`config.mk`:
```
export PLATFORM = sky130hd
export DESIGN_NAME = bpu_bht
export DESIGN_NICKNAME = d
export VERILOG_FILES = /design/src/rtl/bpu_bht.sv
export SDC_FILE = /design/constraint.sdc
export NUM_CORES = 1
export LEC_CHECK = 0
export CORE_MARGIN = 2
export CORE_UTILIZATION = 45
export CTS_BUF_LIST = sky130_fd_sc_hd__clkbuf_2 sky130_fd_sc_hd__clkbuf_4 sky130_fd_sc_hd__clkbuf_8
export DETAILED_ROUTE_END_ITERATION = 16
export DONT_BUFFER_PORTS = 1
export PLACE_DENSITY = 0.7
export SLEW_MARGIN = 10
export SYNTH_ARGS = -nofsm -noshare
export SYNTH_HDL_FRONTEND = slang
export SYNTH_SLANG_ARGS = --single-unit
```
`constraint.sdc`:
```
create_clock -name clk -period 10.65 [get_ports clk]
set_input_delay 1.065 -clock clk [delete_from_list [all_inputs] [get_ports clk]]
set_output_delay 1.065 -clock clk [all_outputs]
set_load 0.02 [all_outputs]
```
`src/rtl/bpu_bht.sv`:
```
// Branch history table predictor: ENTRIES saturating counters indexed by fetch PC,
// plus saturating branch/mispredict statistics. Optional gshare indexing via BPU_GSHARE_EN.
module bpu_bht #(
    parameter int ENTRIES = 64,
    parameter int CTR_W   = 2,
    parameter int GHR_W   = 6,
    localparam int IDX_W  = $clog2(ENTRIES)
) (
    input  logic             clk,
    input  logic             reset,
    input  logic [31:0]      lookup_pc,
    output logic             pred_taken,
    output logic [IDX_W-1:0] pred_idx,
    input  logic             update_valid,
    input  logic [IDX_W-1:0] update_idx,
    input  logic             update_taken,
    input  logic             update_pred,
    input  logic             clear_stats,
    output logic             mispredict,
    output logic [15:0]      branch_count,
    output logic [15:0]      mispredict_count
);

    localparam logic [CTR_W-1:0] CTR_INIT = CTR_W'((2 ** (CTR_W - 1)) - 1);
    localparam logic [CTR_W-1:0] CTR_MAX  = {CTR_W{1'b1}};

    function automatic logic [CTR_W-1:0] ctr_step(input logic [CTR_W-1:0] v, input logic up);
        logic [CTR_W-1:0] r;
        r = v;
        if (up) begin
            if (v != CTR_MAX) r = v + CTR_W'(1);
            else              r = v;
        end else begin
            if (v != {CTR_W{1'b0}}) r = v - CTR_W'(1);
            else                    r = v;
        end
        return r;
    endfunction

    function automatic logic [15:0] stat_step(input logic [15:0] v, input logic inc, input logic clr);
        logic [15:0] r;
        r = v;
        if (clr)                          r = 16'h0000;
        else if (inc && (v != 16'hFFFF))  r = v + 16'h0001;
        else                              r = v;
        return r;
    endfunction

    logic [CTR_W-1:0] ctr_r [ENTRIES];
    logic [CTR_W-1:0] ctr_next_s;
    logic [IDX_W-1:0] raw_idx_s;
    logic             mismatch_s;
    logic             mispredict_r;
    logic [15:0]      branch_count_r;
    logic [15:0]      mispredict_count_r;
    logic [15:0]      branch_next_s;
    logic [15:0]      mispredict_next_s;
    logic             unused_pc_bits_s;

    assign raw_idx_s        = lookup_pc[IDX_W+1:2];
    assign unused_pc_bits_s = ^{lookup_pc[31:IDX_W+2], lookup_pc[1:0]};
    assign mismatch_s       = update_valid & (update_taken ^ update_pred);

`ifdef BPU_GSHARE_EN
    logic [GHR_W-1:0] ghr_r;

    // Non-speculative global history, shifted at branch resolve only.
    always_ff @(posedge clk or posedge reset) begin
        if (reset) begin
            ghr_r <= {GHR_W{1'b0}};
        end else if (update_valid) begin
            ghr_r <= {ghr_r[GHR_W-2:0], update_taken};
        end else begin
            ghr_r <= ghr_r;
        end
    end

    assign pred_idx = raw_idx_s ^ IDX_W'(ghr_r);
`else
    localparam int unused_ghr_w = GHR_W;

    assign pred_idx = raw_idx_s;
`endif

    // No bypass: a same-cycle update only becomes visible after the edge.
    assign pred_taken = ctr_r[pred_idx][CTR_W-1];

    // Next value for the counter being trained.
    always_comb begin
        ctr_next_s = ctr_step(ctr_r[update_idx], update_taken);
    end

    // Counter table, one saturating step per resolved branch.
    always_ff @(posedge clk or posedge reset) begin
        if (reset) begin
            for (int i = 0; i < ENTRIES; i++) begin
                ctr_r[i] <= CTR_INIT;
            end
        end else if (update_valid) begin
            ctr_r[update_idx] <= ctr_next_s;
        end else begin
            ctr_r[update_idx] <= ctr_r[update_idx];
        end
    end

    // Statistics next-state; clear wins over a same-cycle increment.
    always_comb begin
        branch_next_s     = stat_step(branch_count_r, update_valid, clear_stats);
        mispredict_next_s = stat_step(mispredict_count_r, mismatch_s, clear_stats);
    end

    // Mispredict pulse and statistics registers.
    always_ff @(posedge clk or posedge reset) begin
        if (reset) begin
            mispredict_r       <= 1'b0;
            branch_count_r     <= 16'h0000;
            mispredict_count_r <= 16'h0000;
        end else begin
            mispredict_r       <= mismatch_s;
            branch_count_r     <= branch_next_s;
            mispredict_count_r <= mispredict_next_s;
        end
    end

    assign mispredict       = mispredict_r;
    assign branch_count     = branch_count_r;
    assign mispredict_count = mispredict_count_r;

endmodule
```
==> results of run 1 <==
## kinds of logic after synthesis
group / Yosys count / share of synthesized area, %
AO/OA/AOI/OAI: 122 / 9.15
XOR/XNOR: 28 / 2.91
AND/OR/NAND/NOR: 273 / 14.4
flip-flops: 161 / 48.7
adder cells (fa/ha/maj): 3 / 0.430
buffers and inverters: 58 / 3.93
multiplexers: 118 / 20.5
## per-layer routing
layer	GRT usage (%)	share of wire, %	up-vias
li1	-	-	2664
met1	30.6	44	3015
met2	32.6	46	230
met3	5.91	7.9	38
met4	6.32	2.2	0
met5	0	0	-
## flip-flops by register name, indices dropped and copies added (netlist names)
signal            count
branch_count         16
ctr_r               128
mispredict            1
mispredict_count     16
## path summary, 6_finish.rpt
kind	from	end	slack (ns)
setup / recovery	lookup_pc[2]	pred_taken	6.92
hold / removal	ctr_r[107]	ctr_r[107]	0.50
setup reg to reg	ctr_r[19]	ctr_r[17]	7.29
hold reg to reg	ctr_r[107]	ctr_r[107]	0.50
max in group asynchronous	reset	ctr_r[101]	8.55
min in group asynchronous	reset	mispredict_count[14]	0.58
## Yosys cell counts, drive strengths merged, types with 3 or more instances
cell / instances
a21oi: 34
nand2: 108
mux4: 36
nor2b: 5
mux2: 75
xnor2: 7
nor2: 92
a31oi: 3
mux2i: 7
clkbuf: 17
or3: 4
buf: 32
nand4: 9
dfrtp: 97
o21ai: 48
and2: 6
dfstp: 64
nor3b: 3
inv: 8
and4: 3
a221o: 5
nor3: 11
xor2: 21
nand3: 13
o2bb2ai: 3
and3: 7
a221oi: 7
a22oi: 6
## where the power goes
group,switching [µW],leakage (µW),internal [µW]
Combinational,153,0.00140,161
Clock,227,0.000228,291
Sequential,80.8,0.00195,774
## through the flow
| stage | setup slack [ns] | utilization (%) | area (µm²) | hold slack (ns) |
|---|---|---|---|---|
| finish | 6.92 | 48.1 | 8930 | 0.503 |
| global route | 6.90 | 48.1 | 8930 | 0.539 |
| CTS | 6.94 | 48.1 | 8930 | 0.510 |
| detailed placement | 6.70 | 45.6 | 8480 | 0.490 |
| global placement | 6.79 | 45.6 | 8480 | 0.481 |
| floorplan | 5.34 | - | 8440 | 0.458 |
## area by class of cell
| type | count | area (µm²) | share of cell area [%] |
|---|---|---|---|
| inverter | 9 | 38.8 | 0.434 |
| clock inverter | 11 | 185 | 2.07 |
| sequential | 161 | 4110 | 46.0 |
| tap | 234 | 293 | 3.28 |
| clock buffer | 20 | 269 | 3.01 |
| multi-input combinational | 544 | 4010 | 44.9 |
| timing repair buffer | 4 | 30.0 | 0.336 |
## tightest hold or removal path, stage by stage (launching register included)
cell                      delay (ns)
sky130_fd_sc_hd__dfrtp_1        0.36
sky130_fd_sc_hd__nand2_1        0.05
sky130_fd_sc_hd__o21ai_0        0.06
==> run_summary.xml, run 1 <==
<?xml version="1.0" encoding="UTF-8"?>
<metrics>
  <group name="run_status">
    <metric name="outcome" unit="">finished clean</metric>
  </group>
  <group name="cells_and_area">
    <metric name="layout_commonest_cell" unit="">sky130_fd_sc_hd__nand2_1</metric>
    <metric name="final_cell_mix" unit="">108 x sky130_fd_sc_hd__nand2_1, 97 x sky130_fd_sc_hd__dfrtp_1, 92 x sky130_fd_sc_hd__nor2_1, 64 x sky130_fd_sc_hd__dfstp_2, 55 x sky130_fd_sc_hd__mux2_2</metric>
    <metric name="post_layout_nonfiller_instances" unit="">983</metric>
    <metric name="total_nets_final" unit="">783</metric>
    <metric name="n_fill_cell" unit="">1664</metric>
    <metric name="flow.area_growth_from_synthesis" unit="%">5.87</metric>
    <metric name="final_antenna_diode_count" unit="">0</metric>
    <metric name="final_layout_size_suffix_gt1_share" unit="%">27.1</metric>
  </group>
  <group name="timing">
    <metric name="setup_tns" unit="ns">0</metric>
    <metric name="fin_crit" unit="ns">3.73</metric>
    <metric name="post-route-period-util" unit="%">35.0</metric>
    <metric name="grt_setup_unrepaired" unit="">no</metric>
    <metric name="max_freq" unit="GHz">0.268</metric>
    <metric name="finalHoldViolations" unit="">0</metric>
    <metric name="timing.clock.skew" unit="ns">0.0151</metric>
    <metric name="report.final.slew_viol_count" unit="">0</metric>
    <metric name="final-setup-viol-count" unit="">0</metric>
    <metric name="worstMarginPinSlew" unit="ns">1.19</metric>
    <metric name="worst_slew_margin_rel" unit="%">20.5</metric>
  </group>
  <group name="setup_path">
    <metric name="path_max_fanout" unit="">17</metric>
    <metric name="worstPathCellList" unit="">mux4_2 -&gt; mux4_2 -&gt; mux4_2</metric>
    <metric name="crit_required" unit="ns">9.59</metric>
    <metric name="start_kind" unit="">primary input</metric>
    <metric name="path_depth" unit="">3</metric>
    <metric name="rr_worst_depth" unit="">9</metric>
    <metric name="crit_path_end_kind" unit="">output pin</metric>
    <metric name="max_stage_delay" unit="ns">0.55</metric>
    <metric name="timing.critical_path.mode_cell" unit="">sky130_fd_sc_hd__mux4_2</metric>
    <metric name="worstSetupPathType" unit="">in -&gt; out</metric>
    <metric name="critical_path_arrival" unit="ns">2.66</metric>
    <metric name="critical_path.top_delay_family" unit="">multiplexers</metric>
    <metric name="cp_num_buf_inv" unit="">0</metric>
    <metric name="crit_path_top_delay_cell" unit="">sky130_fd_sc_hd__mux4_2</metric>
  </group>
  <group name="clock_network">
    <metric name="cts_resized" unit="">0</metric>
    <metric name="cts-root-buf" unit="">sky130_fd_sc_hd__clkbuf_8</metric>
    <metric name="cts-buffers-inserted" unit="">17</metric>
    <metric name="cts_post_setup_buffers_inserted" unit="">0</metric>
    <metric name="clk_transition_reported_paths" unit="ns">0.08</metric>
    <metric name="tritoncts" unit="">built</metric>
    <metric name="skew_pair_late_insertion_delay" unit="ns">0.47</metric>
    <metric name="holdBufCountCts" unit="">0</metric>
    <metric name="clock_sink_count" unit="">161</metric>
    <metric name="max-clock-path-buffers" unit="">2</metric>
    <metric name="htree_levels" unit="">4</metric>
  </group>
  <group name="synth">
    <metric name="synth-seq-area-share" unit="%">48.7</metric>
    <metric name="postSynthNetCount" unit="">809</metric>
    <metric name="post_synth_num_cell_types" unit="">65</metric>
    <metric name="synth-edff-count" unit="">0</metric>
    <metric name="synth-async-reset-ratio" unit="%">100</metric>
    <metric name="synth_top_area_share" unit="%">28.8</metric>
    <metric name="synthFlopType" unit="">sky130_fd_sc_hd__dfrtp_1</metric>
    <metric name="avgSynthCellArea" unit="µm²">11.1</metric>
    <metric name="ys.warnings.count" unit="">0</metric>
    <metric name="synthCells" unit="">763</metric>
    <metric name="synth_largest_area_cell" unit="">sky130_fd_sc_hd__dfrtp_1</metric>
    <metric name="ys_top_cells_by_area" unit="">sky130_fd_sc_hd__dfrtp_1 29%, sky130_fd_sc_hd__dfstp_2 20%, sky130_fd_sc_hd__mux4_2 9.6%</metric>
    <metric name="ys_ff_latch" unit="">161</metric>
    <metric name="mappedNetlistArea" unit="µm²">8440</metric>
  </group>
  <group name="floorplanning">
    <metric name="chipWidth" unit="µm">141</metric>
    <metric name="number_of_placement_rows" unit="">50</metric>
    <metric name="fp.dieArea" unit="µm²">19900</metric>
    <metric name="start_util" unit="%">45.4</metric>
    <metric name="core-area" unit="µm²">18600</metric>
    <metric name="io-pin-count" unit="">84</metric>
    <metric name="die_height" unit="µm">141</metric>
  </group>
  <group name="global_route">
    <metric name="groute.usage.overall" unit="%">21.5</metric>
    <metric name="grt_first_pass_wirelength" unit="µm">33300</metric>
    <metric name="via_count_of_the_first_global_routing_pass" unit="">6072</metric>
    <metric name="number_of_antenna_violations_at_the_first_check_in_global_routing" unit="">0</metric>
    <metric name="maximum_number_of_pins_on_one_net_before_global_route_repair" unit="">83</metric>
    <metric name="gr-total-overflow" unit="">0</metric>
  </group>
  <group name="pwr">
    <metric name="total_power" unit="µW">1690</metric>
    <metric name="power_density" unit="nW/µm²">189</metric>
    <metric name="ir_drop" unit="V">0.0000900</metric>
    <metric name="leakage" unit="µW">0.00358</metric>
  </group>
  <group name="routing">
    <metric name="drt_wl_total" unit="µm">20400</metric>
    <metric name="post_drt_via_cell_ratio" unit="">6.05</metric>
    <metric name="vias_after_detailed_routing" unit="">5947</metric>
    <metric name="routed_wire_length_per_instance" unit="µm">20.7</metric>
    <metric name="drt-pass1-iter-count" unit="">5</metric>
    <metric name="drt-initial-drc-count" unit="">529</metric>
    <metric name="drc_errors" unit="">0</metric>
    <metric name="detail-route-antenna-nets" unit="">0</metric>
  </group>
  <group name="placement">
    <metric name="gp_congestion" unit="">0.861</metric>
    <metric name="dpl.hpwl" unit="µm">13000</metric>
    <metric name="dp_cells" unit="">952</metric>
    <metric name="port_buffers" unit="">0</metric>
  </group>
  <group name="worst_hold_path">
    <metric name="min_delay_path_class" unit="">reg -&gt; reg</metric>
    <metric name="timing.hold.worst_path_depth" unit="">2</metric>
  </group>
  <group name="flow_run">
    <metric name="drv_cap" unit="">0</metric>
  </group>
</metrics>
Note: power is estimated with default switching activity, not from simulation.
==> run 2: changes to the inputs <==
==> constraint.sdc (replaced) <==
create_clock -name clk -period 3.5 [get_ports clk]
set_input_delay 0.35 -clock clk [delete_from_list [all_inputs] [get_ports clk]]
set_output_delay 0.35 -clock clk [all_outputs]
set_load 0.02 [all_outputs]
==> run 2 against run 1 <==
Net effect: setup slack lost 6.5 ns; register-to-register slack lost 6.9 ns; clock-buffer cell count shrank 2; sequential share of layout area is essentially flat; clock skew shrank 0.0017 ns; non-clock buffer count grew 5; core utilization is essentially flat; final cell count grew 0.61%; wire length shrank 0.64%; global-route usage is essentially flat; clock power grew 150%.
==> run_summary.xml, run 2 (synthesis gave the netlist of run 1 again) <==
<?xml version="1.0" encoding="UTF-8"?>
<metrics>
  <group name="pwr">
    <metric name="power_density" unit="nW/µm²">546</metric>
    <metric name="p_clk_share" unit="%">26.5</metric>
    <metric name="leakage" unit="µW">0.00356</metric>
    <metric name="net-switching-power" unit="µW">1440</metric>
    <metric name="sequential_cell_fraction_of_total_power" unit="%">53.3</metric>
    <metric name="p_comb_share" unit="%">20.2</metric>
    <metric name="ir_drop" unit="V">0.000278</metric>
    <metric name="swShare" unit="%">29.5</metric>
    <metric name="p_int" unit="µW">3440</metric>
  </group>
  <group name="clock_network">
    <metric name="htree_levels" unit="">4</metric>
    <metric name="cts-buffers-inserted" unit="">17</metric>
    <metric name="cts_post_setup_buffers_inserted" unit="">0</metric>
    <metric name="clock_sink_count" unit="">161</metric>
    <metric name="clk_transition_reported_paths" unit="ns">0.09</metric>
    <metric name="max-clock-path-buffers" unit="">2</metric>
    <metric name="cts-root-buf" unit="">sky130_fd_sc_hd__clkbuf_8</metric>
    <metric name="skew_pair_late_insertion_delay" unit="ns">0.48</metric>
    <metric name="tritoncts" unit="">built</metric>
  </group>
  <group name="global_route">
    <metric name="maximum_number_of_pins_on_one_net_before_global_route_repair" unit="">74</metric>
    <metric name="grt_first_pass_wirelength" unit="µm">33000</metric>
    <metric name="number_of_antenna_violations_at_the_first_check_in_global_routing" unit="">0</metric>
    <metric name="gr-total-overflow" unit="">0</metric>
    <metric name="via_count_of_the_first_global_routing_pass" unit="">5978</metric>
    <metric name="groute.usage.overall" unit="%">21.5</metric>
  </group>
  <group name="timing">
    <metric name="max_freq" unit="GHz">0.326</metric>
    <metric name="finalHoldViolations" unit="">0</metric>
    <metric name="setup_tns" unit="ns">0</metric>
    <metric name="report.final.slew_viol_count" unit="">0</metric>
    <metric name="fin_crit" unit="ns">3.07</metric>
    <metric name="post-route-period-util" unit="%">87.6</metric>
    <metric name="final-setup-viol-count" unit="">0</metric>
    <metric name="timing.clock.skew" unit="ns">0.0135</metric>
    <metric name="worst_slew_margin_rel" unit="%">21.8</metric>
    <metric name="grt_setup_unrepaired" unit="">no</metric>
    <metric name="worstMarginPinSlew" unit="ns">1.17</metric>
  </group>
  <group name="setup_path">
    <metric name="start_kind" unit="">register</metric>
    <metric name="crit_path_end_kind" unit="">register</metric>
    <metric name="worstSetupPathType" unit="">reg -&gt; reg</metric>
    <metric name="crit_required" unit="ns">3.90</metric>
    <metric name="critical_path_arrival" unit="ns">3.46</metric>
    <metric name="path_max_fanout" unit="">64</metric>
  </group>
  <group name="cells_and_area">
    <metric name="final_cell_mix" unit="">108 x sky130_fd_sc_hd__nand2_1, 97 x sky130_fd_sc_hd__dfrtp_1, 92 x sky130_fd_sc_hd__nor2_1, 64 x sky130_fd_sc_hd__dfstp_2, 55 x sky130_fd_sc_hd__mux2_2</metric>
    <metric name="final_layout_size_suffix_gt1_share" unit="%">27.4</metric>
    <metric name="layout_commonest_cell" unit="">sky130_fd_sc_hd__nand2_1</metric>
    <metric name="largest_register_ffs" unit="">128</metric>
    <metric name="regMostFlops" unit="">ctr_r</metric>
    <metric name="post_layout_nonfiller_instances" unit="">989</metric>
    <metric name="n_fill_cell" unit="">1694</metric>
    <metric name="flow.area_growth_from_synthesis" unit="%">5.90</metric>
    <metric name="total_nets_final" unit="">788</metric>
    <metric name="final_antenna_diode_count" unit="">0</metric>
  </group>
  <group name="floorplanning">
    <metric name="chipWidth" unit="µm">141</metric>
    <metric name="io-pin-count" unit="">84</metric>
    <metric name="number_of_placement_rows" unit="">50</metric>
    <metric name="die_height" unit="µm">141</metric>
    <metric name="core-area" unit="µm²">18600</metric>
    <metric name="fp.dieArea" unit="µm²">19900</metric>
    <metric name="start_util" unit="%">45.4</metric>
  </group>
  <group name="placement">
    <metric name="dpl.hpwl" unit="µm">13000</metric>
    <metric name="dp_cells" unit="">955</metric>
    <metric name="gp_congestion" unit="">0.828</metric>
    <metric name="port_buffers" unit="">0</metric>
  </group>
  <group name="routing">
    <metric name="drc_errors" unit="">0</metric>
    <metric name="detail-route-antenna-nets" unit="">0</metric>
    <metric name="vias_after_detailed_routing" unit="">5966</metric>
    <metric name="routed_wire_length_per_instance" unit="µm">20.5</metric>
    <metric name="drt-initial-drc-count" unit="">589</metric>
    <metric name="post_drt_via_cell_ratio" unit="">6.03</metric>
    <metric name="drt_wl_total" unit="µm">20300</metric>
    <metric name="drt-pass1-iter-count" unit="">5</metric>
  </group>
  <group name="flow_run">
    <metric name="drv_cap" unit="">0</metric>
  </group>
  <group name="worst_hold_path">
    <metric name="min_delay_path_class" unit="">in -&gt; reg</metric>
  </group>
  <group name="run_status">
    <metric name="outcome" unit="">finished clean</metric>
  </group>
</metrics>
-- run 2: power by group through the flow --
stage | Clock (µW) | Combinational, µW | Sequential [µW]
global placement | 0 | 949 | 2610
global route | 1400 | 1090 | 2650
floorplan | 0 | 849 | 2540
CTS | 1310 | 987 | 2600
detailed placement | 0 | 977 | 2630
finish | 1290 | 985 | 2600
-- run 2: critical path, cell delays in order (launching register included) --
cell                      delay [ns]
sky130_fd_sc_hd__dfrtp_1        0.42
sky130_fd_sc_hd__mux4_2         0.47
sky130_fd_sc_hd__a22oi_1        0.43
sky130_fd_sc_hd__o31ai_1        0.17
sky130_fd_sc_hd__nor4_1         0.48
sky130_fd_sc_hd__and2_1         0.20
sky130_fd_sc_hd__maj3_2         0.21
sky130_fd_sc_hd__a21oi_4        0.06
sky130_fd_sc_hd__buf_12         0.20
sky130_fd_sc_hd__mux2_1         0.32
-- run 2: final timing paths --
| path | start | to | slack, ns | cells past startpoint |
|---|---|---|---|---|
| worst min register to register | ctr_r[87] | ctr_r[87] | 0.51 | 2 |
| worst max register to register | ctr_r[19] | ctr_r[2] | 0.43 | 9 |
| worst min-delay path | update_pred | mispredict | 0.05 | 2 |
| worst max-delay path | ctr_r[19] | ctr_r[2] | 0.43 | 9 |
| min in group asynchronous | reset | mispredict_count[3] | 0.48 | 2 |
| max in group asynchronous | reset | ctr_r[80] | 2.17 | 3 |
-- run 2: per-layer routing --
metal | up-vias | GRT usage, % | wire (µm)
li1 | 2673 | - | -
met1 | 3000 | 30.0 | 8820
met2 | 258 | 32.5 | 9150
met3 | 35 | 7.07 | 1920
met4 | 0 | 5.89 | 359
met5 | - | 0 | 0
-- run 2: repair_timing --
item | 4_1_cts | 5_1_grt
setup endpoints to repair | 0 | 0
hold endpoints to repair | 64 | 0
gates resized for setup | 0 | 0
hold buffers | 2 | 0
-- run 2: area by class of cell --
type | count | area, µm² | share of cell area [%]
well taps | 234 | 293 | 3.28
inverters | 9 | 37.5 | 0.420
multi-input cells | 544 | 4010 | 44.9
clock buffers | 18 | 248 | 2.77
clock inverters | 14 | 118 | 1.32
flip-flops and latches | 161 | 4110 | 46.0
repair buffers | 9 | 123 | 1.37
-- run 2: stage by stage --
| step | utilization [%] | setup WS (ns) | cell area, µm² | power, µW | hold slack, ns |
|---|---|---|---|---|---|
| floorplan | - | 0.319 | 8440 | 3390 | 0.458 |
| global placement | 46.0 | 0.552 | 8550 | 3560 | 0.393 |
| detailed placement | 46.0 | 0.467 | 8550 | 3610 | 0.395 |
| CTS | 48.1 | 0.439 | 8930 | 4900 | 0.0319 |
| global route | 48.1 | 0.315 | 8930 | 5140 | 0.0450 |
| finish | 48.1 | 0.434 | 8930 | 4880 | 0.0511 |
==> run 3: changes to the inputs <==
--- a/config.mk
+++ b/config.mk
@@ -10,6 +10,7 @@
 export CTS_BUF_LIST = sky130_fd_sc_hd__clkbuf_2 sky130_fd_sc_hd__clkbuf_4 sky130_fd_sc_hd__clkbuf_8
 export DETAILED_ROUTE_END_ITERATION = 16
 export DONT_BUFFER_PORTS = 1
+export GPL_TIMING_DRIVEN = 0
 export PLACE_DENSITY = 0.7
 export SLEW_MARGIN = 10
 export SYNTH_ARGS = -nofsm -noshare
==> run 3 against run 2 <==
Net effect: setup slack got worse by 0.35 ns; clock-buffer cell count increased by 6; via count increased by 4.8%; critical path type is now in -> out; die area unchanged; non-clock buffer count increased by 49; largest power group unchanged; total power increased by 9.5%; global-route usage increased by 2.7 points.
==> run_summary.xml, run 3 (synthesis gave the netlist of run 1 again) <==
<?xml version="1.0" encoding="UTF-8"?>
<metrics>
  <group name="floorplanning">
    <metric name="io-pin-count" unit="">84</metric>
    <metric name="start_util" unit="%">45.4</metric>
    <metric name="number_of_placement_rows" unit="">50</metric>
    <metric name="core-area" unit="µm²">18600</metric>
    <metric name="die_height" unit="µm">141</metric>
    <metric name="fp.dieArea" unit="µm²">19900</metric>
    <metric name="chipWidth" unit="µm">141</metric>
  </group>
  <group name="setup_path">
    <metric name="start_kind" unit="">primary input</metric>
    <metric name="critical_path_arrival" unit="ns">3.06</metric>
    <metric name="worstSetupPathType" unit="">in -&gt; out</metric>
    <metric name="r2r-end" unit="">ctr_r[121]</metric>
    <metric name="max_stage_delay" unit="ns">0.74</metric>
    <metric name="crit_path_top_delay_cell" unit="">sky130_fd_sc_hd__clkbuf_1</metric>
    <metric name="path_depth" unit="">5</metric>
    <metric name="cp_num_buf_inv" unit="">2</metric>
    <metric name="critical_path.top_delay_family" unit="">multiplexers</metric>
    <metric name="rr_worst_depth" unit="">10</metric>
    <metric name="regToRegStartpoint" unit="">ctr_r[31]</metric>
    <metric name="crit_required" unit="ns">3.15</metric>
    <metric name="worstPathCellList" unit="">buf_1 -&gt; clkbuf_1 -&gt; mux4_2 -&gt; mux4_2 -&gt; mux4_2</metric>
    <metric name="timing.critical_path.mode_cell" unit="">sky130_fd_sc_hd__mux4_2</metric>
    <metric name="path_max_fanout" unit="">10</metric>
    <metric name="crit_path_end_kind" unit="">output pin</metric>
    <metric name="rrSetupSlack" unit="ns">0.32</metric>
  </group>
  <group name="worst_hold_path">
    <metric name="hold_end" unit="">mispredict</metric>
    <metric name="timing.hold.worst_path_depth" unit="">2</metric>
    <metric name="min_delay_path_class" unit="">in -&gt; reg</metric>
    <metric name="hold_path_startpoint" unit="">update_valid</metric>
  </group>
  <group name="routing">
    <metric name="post_drt_via_cell_ratio" unit="">6.03</metric>
    <metric name="vias_after_detailed_routing" unit="">6255</metric>
    <metric name="drt-pass1-iter-count" unit="">7</metric>
    <metric name="drt-initial-drc-count" unit="">552</metric>
    <metric name="detail-route-antenna-nets" unit="">0</metric>
    <metric name="drt_wl_total" unit="µm">23000</metric>
    <metric name="drc_errors" unit="">0</metric>
    <metric name="routed_wire_length_per_instance" unit="µm">22.2</metric>
  </group>
  <group name="clock_network">
    <metric name="tritoncts" unit="">built</metric>
    <metric name="cts-buffers-inserted" unit="">17</metric>
    <metric name="clock_sink_count" unit="">161</metric>
    <metric name="htree_levels" unit="">4</metric>
    <metric name="clk_transition_reported_paths" unit="ns">0.08</metric>
    <metric name="max-clock-path-buffers" unit="">2</metric>
    <metric name="skew_pair_late_insertion_delay" unit="ns">0.47</metric>
    <metric name="cts-root-buf" unit="">sky130_fd_sc_hd__clkbuf_8</metric>
  </group>
  <group name="cells_and_area">
    <metric name="final_antenna_diode_count" unit="">0</metric>
    <metric name="final_util" unit="%">50.5</metric>
    <metric name="total_nets_final" unit="">837</metric>
    <metric name="regMostFlops" unit="">ctr_r</metric>
    <metric name="final_layout_size_suffix_gt1_share" unit="%">29.4</metric>
    <metric name="final_cell_mix" unit="">108 x sky130_fd_sc_hd__nand2_1, 97 x sky130_fd_sc_hd__dfrtp_1, 92 x sky130_fd_sc_hd__nor2_1, 64 x sky130_fd_sc_hd__dfstp_2, 55 x sky130_fd_sc_hd__mux2_2</metric>
    <metric name="largest_register_ffs" unit="">128</metric>
    <metric name="layout_commonest_cell" unit="">sky130_fd_sc_hd__nand2_1</metric>
    <metric name="flow.area_growth_from_synthesis" unit="%">11.3</metric>
  </group>
  <group name="timing">
    <metric name="timing.final.ws_setup" unit="ns">0.0855</metric>
    <metric name="final-setup-viol-count" unit="">0</metric>
    <metric name="grt_setup_unrepaired" unit="">no</metric>
    <metric name="fin_crit" unit="ns">3.41</metric>
    <metric name="worst_slew_margin_rel" unit="%">7.24</metric>
    <metric name="timing.clock.skew" unit="ns">0.0148</metric>
    <metric name="report.final.slew_viol_count" unit="">0</metric>
    <metric name="max_freq" unit="GHz">0.293</metric>
    <metric name="finalHoldViolations" unit="">0</metric>
    <metric name="post-route-period-util" unit="%">97.6</metric>
    <metric name="setup_tns" unit="ns">0</metric>
    <metric name="worstMarginPinSlew" unit="ns">1.39</metric>
  </group>
  <group name="global_route">
    <metric name="number_of_antenna_violations_at_the_first_check_in_global_routing" unit="">0</metric>
    <metric name="grt_first_pass_wirelength" unit="µm">36400</metric>
    <metric name="groute.usage.overall" unit="%">24.3</metric>
    <metric name="via_count_of_the_first_global_routing_pass" unit="">6200</metric>
    <metric name="maximum_number_of_pins_on_one_net_before_global_route_repair" unit="">35</metric>
    <metric name="gr-total-overflow" unit="">0</metric>
  </group>
  <group name="pwr">
    <metric name="power_density" unit="nW/µm²">570</metric>
    <metric name="leakage" unit="µW">0.00380</metric>
    <metric name="total_power" unit="µW">5350</metric>
    <metric name="ir_drop" unit="V">0.000275</metric>
  </group>
  <group name="placement">
    <metric name="port_buffers" unit="">0</metric>
    <metric name="dpl.hpwl" unit="µm">16400</metric>
    <metric name="place_worst_setup_slack" unit="ns">-0.385</metric>
    <metric name="gp_congestion" unit="">0.992</metric>
  </group>
  <group name="run_status">
    <metric name="outcome" unit="">finished clean</metric>
  </group>
  <group name="flow_run">
    <metric name="drv_cap" unit="">0</metric>
  </group>
</metrics>
==> run 3: what timing repair did <==
action | 4_1_cts | 5_1_grt
pin swaps | 0 | 0
resized for setup | 3 | 1
hold buffers | 1 | 0
endpoints found under the setup margin | 1 | 2
hold endpoints to repair | 13 | 0
setup buffers | 0 | 0
==> run 3: metrics by stage <==
step	hold slack (ns)	cells	cell area [µm²]
CTS	0.0246	1038	9380
floorplan	0.458	763	8440
finish	0.0353	1038	9390
global route	0.0538	1038	9390
detailed placement	0.292	1005	8890
global placement	0.479	997	8730
==> run 3: worst max path at each step <==
stage,slack (ns),from,to
floorplan,0.32,lookup_pc[2],pred_taken
global placement,-0.40,lookup_pc[2],pred_taken
detailed placement,-0.39,lookup_pc[2],pred_taken
CTS,0.09,lookup_pc[3],pred_taken
global route,0.09,lookup_pc[3],pred_taken
finish,0.09,lookup_pc[3],pred_taken
==> run 3: report_power, final <==
part           total, µW  internal (µW)  switching [µW]
sequential          2630           2360             268
combinational       1130            552             576
clock               1590            901             691
==> run 3: per-layer routing <==
metal / share of wire, % / routed length [µm] / up-vias / track usage, %
li1: - / - / 2781 / -
met4: 3.5 / 811 / 0 / 9.32
met1: 42 / 9720 / 3094 / 33.5
met5: 0 / 0 / - / 0
met3: 8.7 / 2000 / 57 / 6.25
met2: 46 / 10500 / 323 / 37.1
==> run 3: cell type report <==
cell class,count,area [µm²]
clock buffer,24,324
buffer,49,307
multi-input combinational,544,4020
fill,1648,9190
sequential,161,4110
timing repair buffer,9,151
inverter,9,37.5
clock inverter,8,148
tap,234,293
